**src/rtl/commit_ctrl_pkg.sv**
```systemverilog
// commit_ctrl_pkg
// Shared constants for the commit sequencer:
//   - ROB_BIT_DEF : default ROB index width
//   - CT_*        : head_type encodings (REG, STORE, BRANCH, HALT)
//   - state_e     : commit FSM state encoding
package commit_ctrl_pkg;

  localparam int ROB_BIT_DEF = 4;

  localparam logic [1:0] CT_REG    = 2'd0;
  localparam logic [1:0] CT_STORE  = 2'd1;
  localparam logic [1:0] CT_BRANCH = 2'd2;
  localparam logic [1:0] CT_HALT   = 2'd3;

  typedef enum logic [1:0] {
    S_RUN     = 2'd0,
    S_ST_WAIT = 2'd1,
    S_FLUSH   = 2'd2,
    S_HALT    = 2'd3
  } state_e;

endpackage

```
**src/rtl/commit_ctrl.sv**
```systemverilog
// commit_ctrl
// In-order commit sequencer sitting between the ROB head and the register
// file, store port and fetch redirect.
// Ports:
//   clk_in, rst_in (sync, active-high), rdy_in (low freezes the block)
//   head_*            : ROB head entry description
//   rob_pop           : combinational, retire the head this cycle
//   rob_commit/commit_*: registered register-file write pulse and payload
//   st_req/st_entry   : registered store request, held until st_done
//   rob_clear_up, redirect_valid/redirect_pc : registered flush + redirect
//   halted            : sticky halt flag
//   commit_cnt        : retired-instruction counter (wraps)
module commit_ctrl
  import commit_ctrl_pkg::*;
#(
  parameter int ROB_BIT = ROB_BIT_DEF
) (
  input  logic               clk_in,
  input  logic               rst_in,
  input  logic               rdy_in,
  input  logic               head_valid,
  input  logic               head_ready,
  input  logic [1:0]         head_type,
  input  logic [4:0]         head_rd,
  input  logic [31:0]        head_value,
  input  logic [ROB_BIT-1:0] head_entry,
  input  logic               head_mispredict,
  input  logic [31:0]        head_target,
  output logic               rob_pop,
  output logic               rob_commit,
  output logic [4:0]         commit_reg_id,
  output logic [31:0]        commit_reg_data,
  output logic [ROB_BIT-1:0] commit_rob_entry,
  output logic               st_req,
  output logic [ROB_BIT-1:0] st_entry,
  input  logic               st_done,
  output logic               rob_clear_up,
  output logic               redirect_valid,
  output logic [31:0]        redirect_pc,
  output logic               halted,
  output logic [31:0]        commit_cnt
);

  state_e               r_state;
  logic                 r_rob_commit;
  logic [4:0]           r_commit_reg_id;
  logic [31:0]          r_commit_reg_data;
  logic [ROB_BIT-1:0]   r_commit_rob_entry;
  logic                 r_st_req;
  logic [ROB_BIT-1:0]   r_st_entry;
  logic                 r_flush;
  logic [31:0]          r_redirect_pc;
  logic                 r_halted;
  logic [31:0]          r_commit_cnt;

  state_e               w_state_nxt;
  logic                 w_head_go;
  logic                 w_pop;
  logic                 w_commit;
  logic                 w_flush;
  logic                 w_st_req_nxt;
  logic                 w_st_load;
  logic                 w_halt_set;

  // Next-state and retirement decision for the current head entry
  always_comb begin
    w_state_nxt  = r_state;
    w_pop        = 1'b0;
    w_commit     = 1'b0;
    w_flush      = 1'b0;
    w_st_req_nxt = r_st_req;
    w_st_load    = 1'b0;
    w_halt_set   = 1'b0;
    w_head_go    = head_valid && head_ready;
    // Gating with rst_in keeps rob_pop low while reset is applied.
    if (rdy_in && !rst_in) begin
      case (r_state)
        S_RUN: begin
          if (w_head_go) begin
            case (head_type)
              CT_STORE: begin
                // Store is not popped until the LSB reports completion.
                w_st_req_nxt = 1'b1;
                w_st_load    = 1'b1;
                w_state_nxt  = S_ST_WAIT;
              end
              CT_HALT: begin
                w_pop       = 1'b1;
                w_halt_set  = 1'b1;
                w_state_nxt = S_HALT;
              end
              CT_BRANCH: begin
                // rd carries the JAL/JALR link; x0 is never written.
                w_pop    = 1'b1;
                w_commit = (head_rd != 5'd0);
                if (head_mispredict) begin
                  w_flush     = 1'b1;
                  w_state_nxt = S_FLUSH;
                end else begin
                  w_state_nxt = S_RUN;
                end
              end
              default: begin
                w_pop    = 1'b1;
                w_commit = (head_rd != 5'd0);
              end
            endcase
          end else begin
            w_state_nxt = S_RUN;
          end
        end
        S_ST_WAIT: begin
          if (st_done) begin
            w_pop        = 1'b1;
            w_st_req_nxt = 1'b0;
            w_state_nxt  = S_RUN;
          end else begin
            w_state_nxt = S_ST_WAIT;
          end
        end
        S_FLUSH: w_state_nxt = S_RUN;
        S_HALT:  w_state_nxt = S_HALT;
        default: w_state_nxt = S_RUN;
      endcase
    end else begin
      w_state_nxt = r_state;
    end
  end

  // State, output registers and retirement counter
  always_ff @(posedge clk_in) begin
    if (rst_in) begin
      r_state            <= S_RUN;
      r_rob_commit       <= 1'b0;
      r_commit_reg_id    <= 5'd0;
      r_commit_reg_data  <= 32'd0;
      r_commit_rob_entry <= '0;
      r_st_req           <= 1'b0;
      r_st_entry         <= '0;
      r_flush            <= 1'b0;
      r_redirect_pc      <= 32'd0;
      r_halted           <= 1'b0;
      r_commit_cnt       <= 32'd0;
    end else if (rdy_in) begin
      r_state      <= w_state_nxt;
      r_rob_commit <= w_commit;
      r_flush      <= w_flush;
      r_st_req     <= w_st_req_nxt;
      if (w_commit) begin
        r_commit_reg_id    <= head_rd;
        r_commit_reg_data  <= head_value;
        r_commit_rob_entry <= head_entry;
      end
      if (w_flush) begin
        r_redirect_pc <= head_target;
      end
      if (w_st_load) begin
        r_st_entry <= head_entry;
      end
      if (w_halt_set) begin
        r_halted <= 1'b1;
      end
      if (w_pop) begin
        r_commit_cnt <= r_commit_cnt + 32'd1;
      end
    end else begin
      // Frozen: everything holds except the one-cycle pulses.
      r_rob_commit <= 1'b0;
      r_flush      <= 1'b0;
    end
  end

  assign rob_pop          = w_pop;
  assign rob_commit       = r_rob_commit;
  assign commit_reg_id    = r_commit_reg_id;
  assign commit_reg_data  = r_commit_reg_data;
  assign commit_rob_entry = r_commit_rob_entry;
  assign st_req           = r_st_req;
  assign st_entry         = r_st_entry;
  assign rob_clear_up     = r_flush;
  assign redirect_valid   = r_flush;
  assign redirect_pc      = r_redirect_pc;
  assign halted           = r_halted;
  assign commit_cnt       = r_commit_cnt;

endmodule

```
**config.mk**
```make
export PLATFORM = sky130hd
export DESIGN_NAME = commit_ctrl
export DESIGN_NICKNAME = d
export VERILOG_FILES = /design/src/rtl/commit_ctrl_pkg.sv /design/src/rtl/commit_ctrl.sv
export SDC_FILE = /design/constraint.sdc
export NUM_CORES = 1
export LEC_CHECK = 0
export CAP_MARGIN = 20
export CORE_MARGIN = 8
export CORE_UTILIZATION = 42
export CTS_CLUSTER_DIAMETER = 30
export DETAILED_ROUTE_END_ITERATION = 12
export GPL_TIMING_DRIVEN = 0
export PLACE_DENSITY = 0.8
export SLEW_MARGIN = 30
export SYNTH_ARGS = -nofsm -noshare
export SYNTH_HDL_FRONTEND = slang
export SYNTH_SLANG_ARGS = --single-unit
export TNS_END_PERCENT = 100
```
**constraint.sdc**
```tcl
create_clock -name clk_in -period 2.5 [get_ports clk_in]
set_clock_uncertainty 0.15 [all_clocks]
set_input_delay 0.5 -clock clk_in [delete_from_list [all_inputs] [get_ports clk_in]]
set_output_delay 0.5 -clock clk_in [all_outputs]
set_load 0.005 [all_outputs]
```
# Yosys cells after proc, flatten, opt, wreduce, memory -nomap -nowiden
# Index checks and enable logic that the tools add are counted.
# classes
bitwise_logic	1
addsub	1
mux	31
reduce_logical	15
eq_ne	10
# ops
op	n
adder 32 x 1 -> 32 bit (second input constant)	1
2-to-1 mux 1 bit	25
AND reduction 2 bit	5
== test 2 bit (second input constant)	4
case mux 2 bit (4 select lines)	1
case mux 2 bit (3 select lines)	1
AND reduction 6 bit	1
inequality test 5 x 2 -> 1 bit (second input constant)	1
nonzero test 5 bit	1
== test 2 x 1 -> 1 bit (second input constant)	2
2-to-1 mux 2 bit	2
inequality test 2 bit (second input constant)	2
case mux 1 bit (2 select lines)	2
OR reduction 2 bit	2
AND reduction 3 bit	1
logical AND 1 bit	2
logical NOT 2 bit	1
inequality test 2 x 1 -> 1 bit (second input constant)	1
nonzero test 2 bit	1
logical NOT 1 bit	1
NOT 1 bit	1
# totals
regBits	115
word_cells	69
out_inout_bits	115

# Depth between registers and ports, before layout
# Gate-level depths: netlist of run 1.
# logic_depth
ltp_word	7
ltp_mapped	8

# Least setup slack after synthesis of run 1
# OpenSTA, ideal clock, no wires.
# synth_timing
path_kind	input to register
from	input rst_in
to	register r_commit_cnt[31], in the netlist commit_cnt[31]
t_arrival_ps	1997
slack_ps	283
stages	6
setup_ps	70
n_path_buf	1
path_cell_list	buf_2 > nor3b_2 > nand4_1 > nand2b_4 > or4_1 > a21oi_1
# synth_between
elab_chain_cells	4
# synth_rtl
item	line_no	source
start: declaration	commit_ctrl.sv:19	input logic rst_in,
logical NOT 1 bit	commit_ctrl.sv:76	if (rdy_in && !rst_in) begin
logical AND 1 bit	commit_ctrl.sv:76	
2-to-1 mux 1 bit	commit_ctrl.sv:76	
AND reduction 2 bit (no source line)	-	
end signal: assignment	commit_ctrl.sv:164	r_commit_cnt <= r_commit_cnt + 32'd1;
end: declaration	commit_ctrl.sv:54	logic [31:0] r_commit_cnt;
# Several ways; a longest one is shown, not always the timed one.
# A chain may end at the register's enable or synchronous reset.

# Worst setup path after layout of run 1
# layout_timing
from	input st_done
to	output rob_pop
# layout_between
elab_chain_cells	3
# layout_rtl
item	line_no	source
start: declaration	commit_ctrl.sv:36	input logic st_done,
2-to-1 mux 1 bit	commit_ctrl.sv:113	if (st_done) begin
case mux 1 bit (2 select lines)	commit_ctrl.sv:77	case (r_state)
2-to-1 mux 1 bit	commit_ctrl.sv:76	
end: declaration	commit_ctrl.sv:29	output logic rob_pop,
# Every way passes these cells.

==> summary by stage, run 1 <==
Outcome
The run finished with clean final reports.

Placed design
The pre-CTS worst setup slack is -0.9810 ns. The placed wire-length estimate is 11,510 µm. The area of placed instances is 6689 µm². During placement, the flow inserted port buffers numbering ~200. At the end of routability-driven placement, the weighted congestion stood at between 0.8 and 0.9. The placed cell count is ~880.

STA
The ratio of final minimum period to clock period is 97.80%. Derived from the worst setup path, the maximum achievable clock frequency is 409.0 MHz. The actual transition at the worst max-transition pin is 0.7795 ns.

Setup repair after global routing left no endpoint under its margin. The final setup violation count is 0. The worst path needs roughly 2.4 ns of the cycle, external delays included.

The relative max-transition margin is 47.46%. The final hold violation count is 0. The worst hold margin is 0.2736 ns. The total negative slack is 0 ns.

The final setup slack of the worst path is 0.05508 ns. The number of max-slew violations in the final report was 0.

Critical path
The start point of the critical path is st_done. The start-to-end type of the worst setup path is primary input to primary output. For flop-to-flop paths, the worst setup slack is 0.23 ns. The critical path capture point type is a primary output. The startpoint of the worst-slack reg-to-reg timing path is r_state[1]. In this run the worst setup path terminates at rob_pop. The delay of the slowest cell on the worst path is 0.51 ns.

The worst register-to-register path has a depth of 7. The maximum fanout count along the critical path is 3. For this design, the slowest cell found on the critical path is sky130_fd_sc_hd__clkdlybuf4s50_1.

The data required time of the critical path is 1.85 ns. For the worst setup path, the data arrival time is 1.79 ns. The critical path startpoint category is a primary input. The signal on the critical path passes through clkdlybuf4s50_1, nand3b_1, o41a_1, clkbuf_8, nor2_4, clkdlybuf4s15_2. The worst register-to-register path ends at commit_reg_data[16].

Detailed routing
In the routed design, unresolved DRC markers number 0. Summed over all layers, the routed wires come to 15,530 µm. After detailed routing, the average wire length per cell comes to between 15 and 20 µm. The starting DRC count in detailed routing is about 230. Once detail routing completed, the nets flagged for antenna violations numbered 0. Detailed routing inserted a total of 4,622 vias. The per-cell via count in the routed design is 5.096. The detailed-routing iteration count for the pre-antenna-repair pass is 4.

Layout
The final instance area is 7315 µm². The count of antenna diodes in the layout is 0. The library cells used most frequently in the layout, excluding fill and tap cells, are sky130_fd_sc_hd__clkdlybuf4s50_1, sky130_fd_sc_hd__nand2_1, sky130_fd_sc_hd__dfxtp_1, sky130_fd_sc_hd__a21oi_1. Counting the fill cells in the layout gives 899. The leading cell type in the layout, fill and taps excluded is sky130_fd_sc_hd__clkdlybuf4s50_1. The number of standard cells in the layout, taps in and fillers out is 907. The net count of the finished layout is 840.

The area growth from synthesis to final layout is 60.34%. Cells with a size suffix above 1 make up a little over 8% of the layout. Once layout is complete, the utilization of the core stands at 68.37%.

GRT
The wire length of the first global-routing pass is approximately 24,000 µm. The largest net degree at the start of global routing is 17. The total routing usage reported by global routing is a little over a fifth. The number of antenna violations at the first check in global routing came to 0. The residual overflow from global routing is 0.

The via count of the first global-routing pass is 4,784.

Floorplanning
197 I/O pins were placed. For this configuration, the core starts out at a cell density of between 40% and 50%. The height of the die is 120.2 µm.

The floorplan row count is 38. The floorplan die width is roughly 120 µm. After floorplanning, the core was sized to cover 10,700 µm². The die covers 14,450 µm².

Synth
Counting flops and latches in the post-synthesis netlist gives approximately 120. The proportion of netlist area held by the largest area contributor is 50.47%. After synthesis the cells add up to 4562 µm². The synthesized area per cell is 8.448 µm². By area the synthesized netlist is led by sky130_fd_sc_hd__dfxtp_1, sky130_fd_sc_hd__nand2_1, sky130_fd_sc_hd__a21oi_1, sky130_fd_sc_hd__nand2b_1, sky130_fd_sc_hd__o21ai_0. The top cell type by total area after synthesis is sky130_fd_sc_hd__dfxtp_1. The count of distinct cell types in the synthesized netlist is 46.

The post-synthesis sequential area ratio is between 50% and 60%. During synthesis, Yosys emitted a total of 0 warnings. The number of flops mapped to enable cells by yosys is 0. The number of nets in the synthesized netlist is 623. Synthesis produced 540 cells. Counting flops with an async set or reset pin after synthesis yields a share of 0%.

The most instantiated flip-flop cell in the synthesis netlist is sky130_fd_sc_hd__dfxtp_1.

Power
The total power density per cell area is 605.7 nW/µm². The internal power is 3.542 mW. The leakage power figure is around 2.5 nW. The share of total power dissipated in the clock network is 51.9%. The share of total power dissipated in combinational logic is 6.2%. The fraction of power consumed by sequential logic is about two fifths. The power after layout is 4.431 mW.

The analysis attributes to net switching a power of 0.8883 mW. Net switching is 20.05% of the power. The peak supply drop is 0.2966 mV.

Clock network
Buffers inserted to repair hold after CTS numbered 0. TritonCTS created 17 clock buffers. The longest clock path from root to sink contains 2 buffers. Counting every sink on the clock net gives 115. The clock latency of the later-clocked register in the worst-skew pair is 0.50 ns.

CTS built an H-tree with a depth of 4. After clock tree synthesis, the clock-pin slew on the worst setup and hold paths is roughly 0.050 ns. The clock tree from TritonCTS is done. The root buffer cell is sky130_fd_sc_hd__clkbuf_8.

Job
The max capacitance violation total is 0.

Min path
The path class of the tightest hold or removal check is primary input to flop. The startpoint identified for the worst hold timing path is rst_in.
## sequential cells by signal (all words and copies together) (netlist names)
| name | count |
|---|---|
| halted | 1 |
| commit_cnt | 32 |
| commit_reg_data | 32 |
| redirect_valid | 1 |
| commit_reg_id | 5 |
| r_state | 2 |
| commit_rob_entry | 4 |
| redirect_pc | 32 |
| rob_commit | 1 |
| st_req | 1 |
| st_entry | 4 |
## final cells by class
type	instances	area, µm²	area share (%)
inverter	4	15.01	0.2053
clock buffer	24	490.5	6.705
buffer	31	142.6	1.950
multi-input combinational	390	2138	29.23
sequential	115	2305	31.51
tap	140	175.2	2.395
clock inverter	5	75.07	1.026
timing repair buffer	198	1973	26.98
## worst max-delay path: cells and delay by family
kind	cells	cell delay [ns]
buf+inv	3	0.89
simple gates	2	0.24
compound gates	1	0.16
## synth_stat cells, types with 2 or more instances
| cell | count |
|---|---|
| sky130_fd_sc_hd__buf_2 | 10 |
| sky130_fd_sc_hd__nor2_1 | 37 |
| sky130_fd_sc_hd__nor4_1 | 10 |
| sky130_fd_sc_hd__clkbuf_1 | 19 |
| sky130_fd_sc_hd__nand2b_1 | 33 |
| sky130_fd_sc_hd__nor3_1 | 4 |
| sky130_fd_sc_hd__and3_1 | 3 |
| sky130_fd_sc_hd__xnor2_1 | 18 |
| sky130_fd_sc_hd__nor4_4 | 2 |
| sky130_fd_sc_hd__or4_1 | 2 |
| sky130_fd_sc_hd__o21ai_0 | 36 |
| sky130_fd_sc_hd__mux2i_1 | 4 |
| sky130_fd_sc_hd__or3_1 | 3 |
| sky130_fd_sc_hd__nor2b_1 | 2 |
| sky130_fd_sc_hd__nand3b_1 | 2 |
| sky130_fd_sc_hd__nand4_1 | 11 |
| sky130_fd_sc_hd__a22oi_1 | 3 |
| sky130_fd_sc_hd__a21oi_1 | 49 |
| sky130_fd_sc_hd__nand2_1 | 122 |
| sky130_fd_sc_hd__nand3_1 | 15 |
| sky130_fd_sc_hd__xor2_1 | 5 |
| sky130_fd_sc_hd__and4_1 | 4 |
| sky130_fd_sc_hd__a31o_2 | 3 |
| sky130_fd_sc_hd__dfxtp_1 | 115 |
| sky130_fd_sc_hd__inv_1 | 3 |
| sky130_fd_sc_hd__nor4b_1 | 4 |
| sky130_fd_sc_hd__and2_1 | 2 |
## per-layer routing
metal  vias to the layer above  GRT usage, %  wire [µm]
met5                         -             0          0
met4                         0         10.54        493
li1                       2258             -          -
met2                       185         37.23       7885
met3                        36         7.552       1263
met1                      2143         21.76       5892
## power groups by stage
| stage | combinational (mW) | clock, mW | sequential (mW) |
|---|---|---|---|
| global placement | 0.262 | 0 | 1.90 |
| floorplan | 0.0766 | 0 | 1.90 |
| global route | 0.292 | 2.43 | 1.86 |
| detailed placement | 0.265 | 0 | 1.90 |
| finish | 0.274 | 2.30 | 1.86 |
| CTS | 0.274 | 2.33 | 1.86 |
## cell families after synthesis
kind of cell | synth area share, %
multiplexers | 0.8777
buffers and inverters | 3.236
adder cells (fa/ha/maj) | 0.2742
AO/OA/AOI/OAI | 12.04
AND/OR/NAND/NOR | 28.69
flip-flops | 50.47
XOR/XNOR | 4.416
## worst min-delay path by stage
stage,end,slack (ns),cells after the start
after global routing,redirect_pc[17],0.31,3
after CTS,redirect_pc[17],0.23,3
after detailed placement,commit_reg_data[5],0.30,2
after floorplan,commit_reg_data[0],0.30,2
final,redirect_pc[17],0.27,3
after global placement,commit_reg_data[15],0.29,2
## what timing repair did
action | 4_1_cts | 5_1_grt
buffers inserted | 2 | 1
pin swaps | 1 | 2
endpoints found under the setup margin | 2 | 3
resized for setup | 17 | 3
(Power assumes the default switching activity.)
==> run 2: changes to the inputs <==
--- a/config.mk
+++ b/config.mk
@@ -5,7 +5,6 @@
 export SDC_FILE = /design/constraint.sdc
 export NUM_CORES = 1
 export LEC_CHECK = 0
-export CAP_MARGIN = 20
 export CORE_MARGIN = 8
 export CORE_UTILIZATION = 42
 export CTS_CLUSTER_DIAMETER = 30
==> results of run 2 <==
No change in the layout: final DEF, timing and power equal those of run 1.
==> run 3: changes to the inputs <==
--- a/config.mk
+++ b/config.mk
@@ -10,7 +10,8 @@
 export CTS_CLUSTER_DIAMETER = 30
 export DETAILED_ROUTE_END_ITERATION = 12
 export GPL_TIMING_DRIVEN = 0
-export PLACE_DENSITY = 0.8
+export PLACE_DENSITY = 0.89
+export SKIP_LAST_GASP = 1
 export SLEW_MARGIN = 30
 export SYNTH_ARGS = -nofsm -noshare
 export SYNTH_HDL_FRONTEND = slang
==> run 3 against run 2 <==
Non-clock buffer count grew 4. Design area grew 0.15%. Count of clock-buffer cells in the layout shrank 2. Cell count grew 0.66%. Critical path depth shrank 1. Fmax grew 1.5%. Combinational power grew 1%. First-iteration DRC count grew 20%. Clock power shrank 3%. Largest power group unchanged. Sequential share of layout area is essentially flat.
==> summary by stage, run 3 (synthesized netlist as in run 1, its figures left out) <==
Placed design
The area of placed instances is 6689 µm² (unchanged). The pre-CTS worst setup slack is -0.9827 ns (-0.001764 ns). The final weighted congestion of routability-driven global placement came to 0.8828 (+5.7%). The placed wire-length estimate came to 11,580 µm (+0.65%).

The placed cell count was 875 (unchanged). The quantity of I/O buffers inserted on ports is 195 (unchanged).

Critical path
STA classifies the critical path endpoint as a primary output. Tracing the worst setup path back leads to its startpoint at head_type[0]. The signal on the critical path passes through clkdlybuf4s15_2, nor2b_1, o41a_1, nor2_4, clkdlybuf4s15_2. The data required time of the critical path came to 1.85 ns (about the same). The data arrival at the endpoint of the critical path is 1.76 ns (-0.03 ns). The most numerous cell type found on the critical path is sky130_fd_sc_hd__clkdlybuf4s15_2.

For this design, the slowest cell found on the critical path is sky130_fd_sc_hd__o41a_1. The maximum fanout count along the critical path is 7 (+4). STA classifies the critical path startpoint as a primary input.

The delay of the slowest cell on the worst path is 0.42 ns (-0.09 ns). The start-to-end type of the worst setup path is primary input to primary output. The startpoint of the worst-slack reg-to-reg timing path is r_state[1].

GRT
The wire length of the first global-routing pass is 24,370 µm (+0.54%). The number of antenna violations at the first check in global routing is 0 (unchanged). The via count of the first global-routing pass is 4,730 (-1.1%). The largest net degree at the start of global routing came to 17 (unchanged).

The total routing usage reported by global routing came to 20.88% (-0.20 points). The residual overflow from global routing was 0 (unchanged).

Min path
The class of the tightest hold or removal check is primary input to flop. The worst hold path begins at rst_in.

Layout
The utilization after layout was 68.48% (+0.11 points). The fraction of final layout cells sized beyond drive strength 1 is 8.926% (+0.84 points). Leaving out fill and tap cells, the most frequent cell in the layout is sky130_fd_sc_hd__clkdlybuf4s50_1. The count of antenna diodes in the layout is 0 (unchanged). The top cell types in the final layout, fill and taps aside, are sky130_fd_sc_hd__clkdlybuf4s50_1, sky130_fd_sc_hd__nand2_1, sky130_fd_sc_hd__dfxtp_1, sky130_fd_sc_hd__a21oi_1. The number of standard cells in the layout, taps in and fillers out is 913 (+0.66%). The final instance area is 7326 µm² (+0.15%). The area growth from synthesis to final layout is 60.59%. The fill cell instance count of the final layout came to 859 (-4.4%). The net count of the finished layout is 844 (+0.48%).

STA
The number of max-slew violations in the final report is 0 (unchanged). The peak clock frequency supported by timing is 415.1 MHz (+1.5%). The actual transition at the worst max-transition pin was 0.8523 ns (+0.07279 ns). The final setup violation count is 0 (unchanged). Setup repair after global routing could not meet its margin everywhere. The time the worst path needs with I/O delays and setup is 2.409 ns (-0.03566 ns). The relative max-transition margin is 42.56% (-4.9 points).

The final hold violation count is 0 (unchanged). The ratio of final minimum period to clock period came to 96.37% (-1.4 points). The final setup slack of the worst path is 0.09074 ns (+0.03566 ns).

Detailed routing
The routed wire length came to 15,490 µm (-0.31%). The starting DRC count in detailed routing is 279 (+20%). The detailed-routing iteration count for the pre-antenna-repair pass is 5 (+1). The number of nets with antenna violations after detailed routing was 0 (unchanged). The count of vias placed by the detailed router was 4,783 (+3.5%). The remaining design rule violation count is 0 (unchanged). The post-detailed-route wirelength per cell is 16.96 µm (-0.96%). The per-cell via count in the routed design is 5.239 (+2.8%).

Power
The part of the total power dissipated in combinational logic is 6.4% (+0.2 points). The total power density per cell area was 595.3 nW/µm² (-1.7%). The internal power came to 3.423 mW (-3.4%).

The net switching share of the total power is 21.51% (+1.5 points). The leakage power figure is 2.520 nW (about the same). The fraction of power consumed by sequential logic is 42.6% (+0.6 points).

The net switching component of the power is 0.9383 mW (+5.6%). The clock group share of total power is 51.0% (-0.9 points). The peak supply drop was 0.3832 mV (+29%).

Clock network
The number of clock sinks was 115 (unchanged). The number of buffers inserted by hold repair at cts was 0 (unchanged). The clock slew at the register clock pins of the worst setup and hold paths is 0.06 ns (about the same). The number of buffers inserted during clock tree synthesis was 17 (unchanged).

The clock latency of the later-clocked register in the worst-skew pair is 0.50 ns (about the same). The root buffer cell is sky130_fd_sc_hd__clkbuf_8. TritonCTS built the clock tree. The maximum level of the CTS H-tree is 4 (unchanged).

The deepest clock path buffer count is 2 (unchanged).

Floorplanning
The floorplan core area came to 10,700 µm² (unchanged). The starting density of the core is 42.64% (unchanged). The area of the die is 14,450 µm² (unchanged). The height of the die was 120.2 µm (unchanged).

The floorplan die width is 120.2 µm (unchanged). The floorplan row count is 38 (unchanged). The number of top-level pins is 197 (unchanged).

Outcome
The flow ran to the end, and the final reports show no timing, DRC or antenna violations.

Job
The max capacitance violation total is 0 (unchanged).
-- run 3: per-stage QoR --
stage / setup TNS [ns] / power [mW] / hold WS, ns
CTS: 0 / 4.386 / 0.2484
finish: 0 / 4.361 / 0.2882
global placement: -17.26 / 2.156 / 0.2922
global route: -0.01691 / 4.512 / 0.2997
floorplan: 0 / 1.973 / 0.3027
detailed placement: -22.56 / 2.162 / 0.2998
-- run 3: critical path: cells and delay by family --
kind                   cells  cell delay [ns]
AND/OR/NAND/NOR            2             0.36
AO/OA/AOI/OAI              1             0.42
buffers and inverters      2             0.48
-- run 3: path summary, 6_finish.rpt --
kind	end	cells past startpoint	slack, ns
hold / removal	redirect_pc[17]	3	0.29
setup reg to reg	redirect_pc[4]	6	0.19
setup / recovery	rob_pop	5	0.09
hold reg to reg	commit_reg_data[6]	2	0.31
-- run 3: metal layers --
metal / GRT usage, % / routed length [µm]
met1: 22.65 / 6085
met2: 36.92 / 7920
met3: 6.527 / 1136
met4: 8.899 / 342
met5: 0 / 0
-- run 3: cell type report --
class	count	area (µm²)	area share (%)
well taps	140	175.2	2.391
flip-flops and latches	115	2307	31.49
repair buffers	203	2011	27.45
multi-input cells	390	2136	29.15
inverters	4	15.01	0.2050
clock inverters	9	80.08	1.093
clock buffers	22	473.0	6.456
plain buffers	30	128.9	1.759
-- run 3: power by group through the flow --
| stage | Sequential (mW) | Clock, mW | Combinational (mW) |
|---|---|---|---|
| floorplan | 1.90 | 0 | 0.0766 |
| global placement | 1.89 | 0 | 0.261 |
| detailed placement | 1.90 | 0 | 0.266 |
| CTS | 1.86 | 2.25 | 0.276 |
| global route | 1.86 | 2.36 | 0.298 |
| finish | 1.86 | 2.23 | 0.278 |
-- run 3: timing repair --
action                                 CTS  global route
pin swaps                                2             3
setup endpoints to repair                2             7
resized for setup                       17             4
endpoints found under the hold margin    0             0
buffers inserted                         3             5
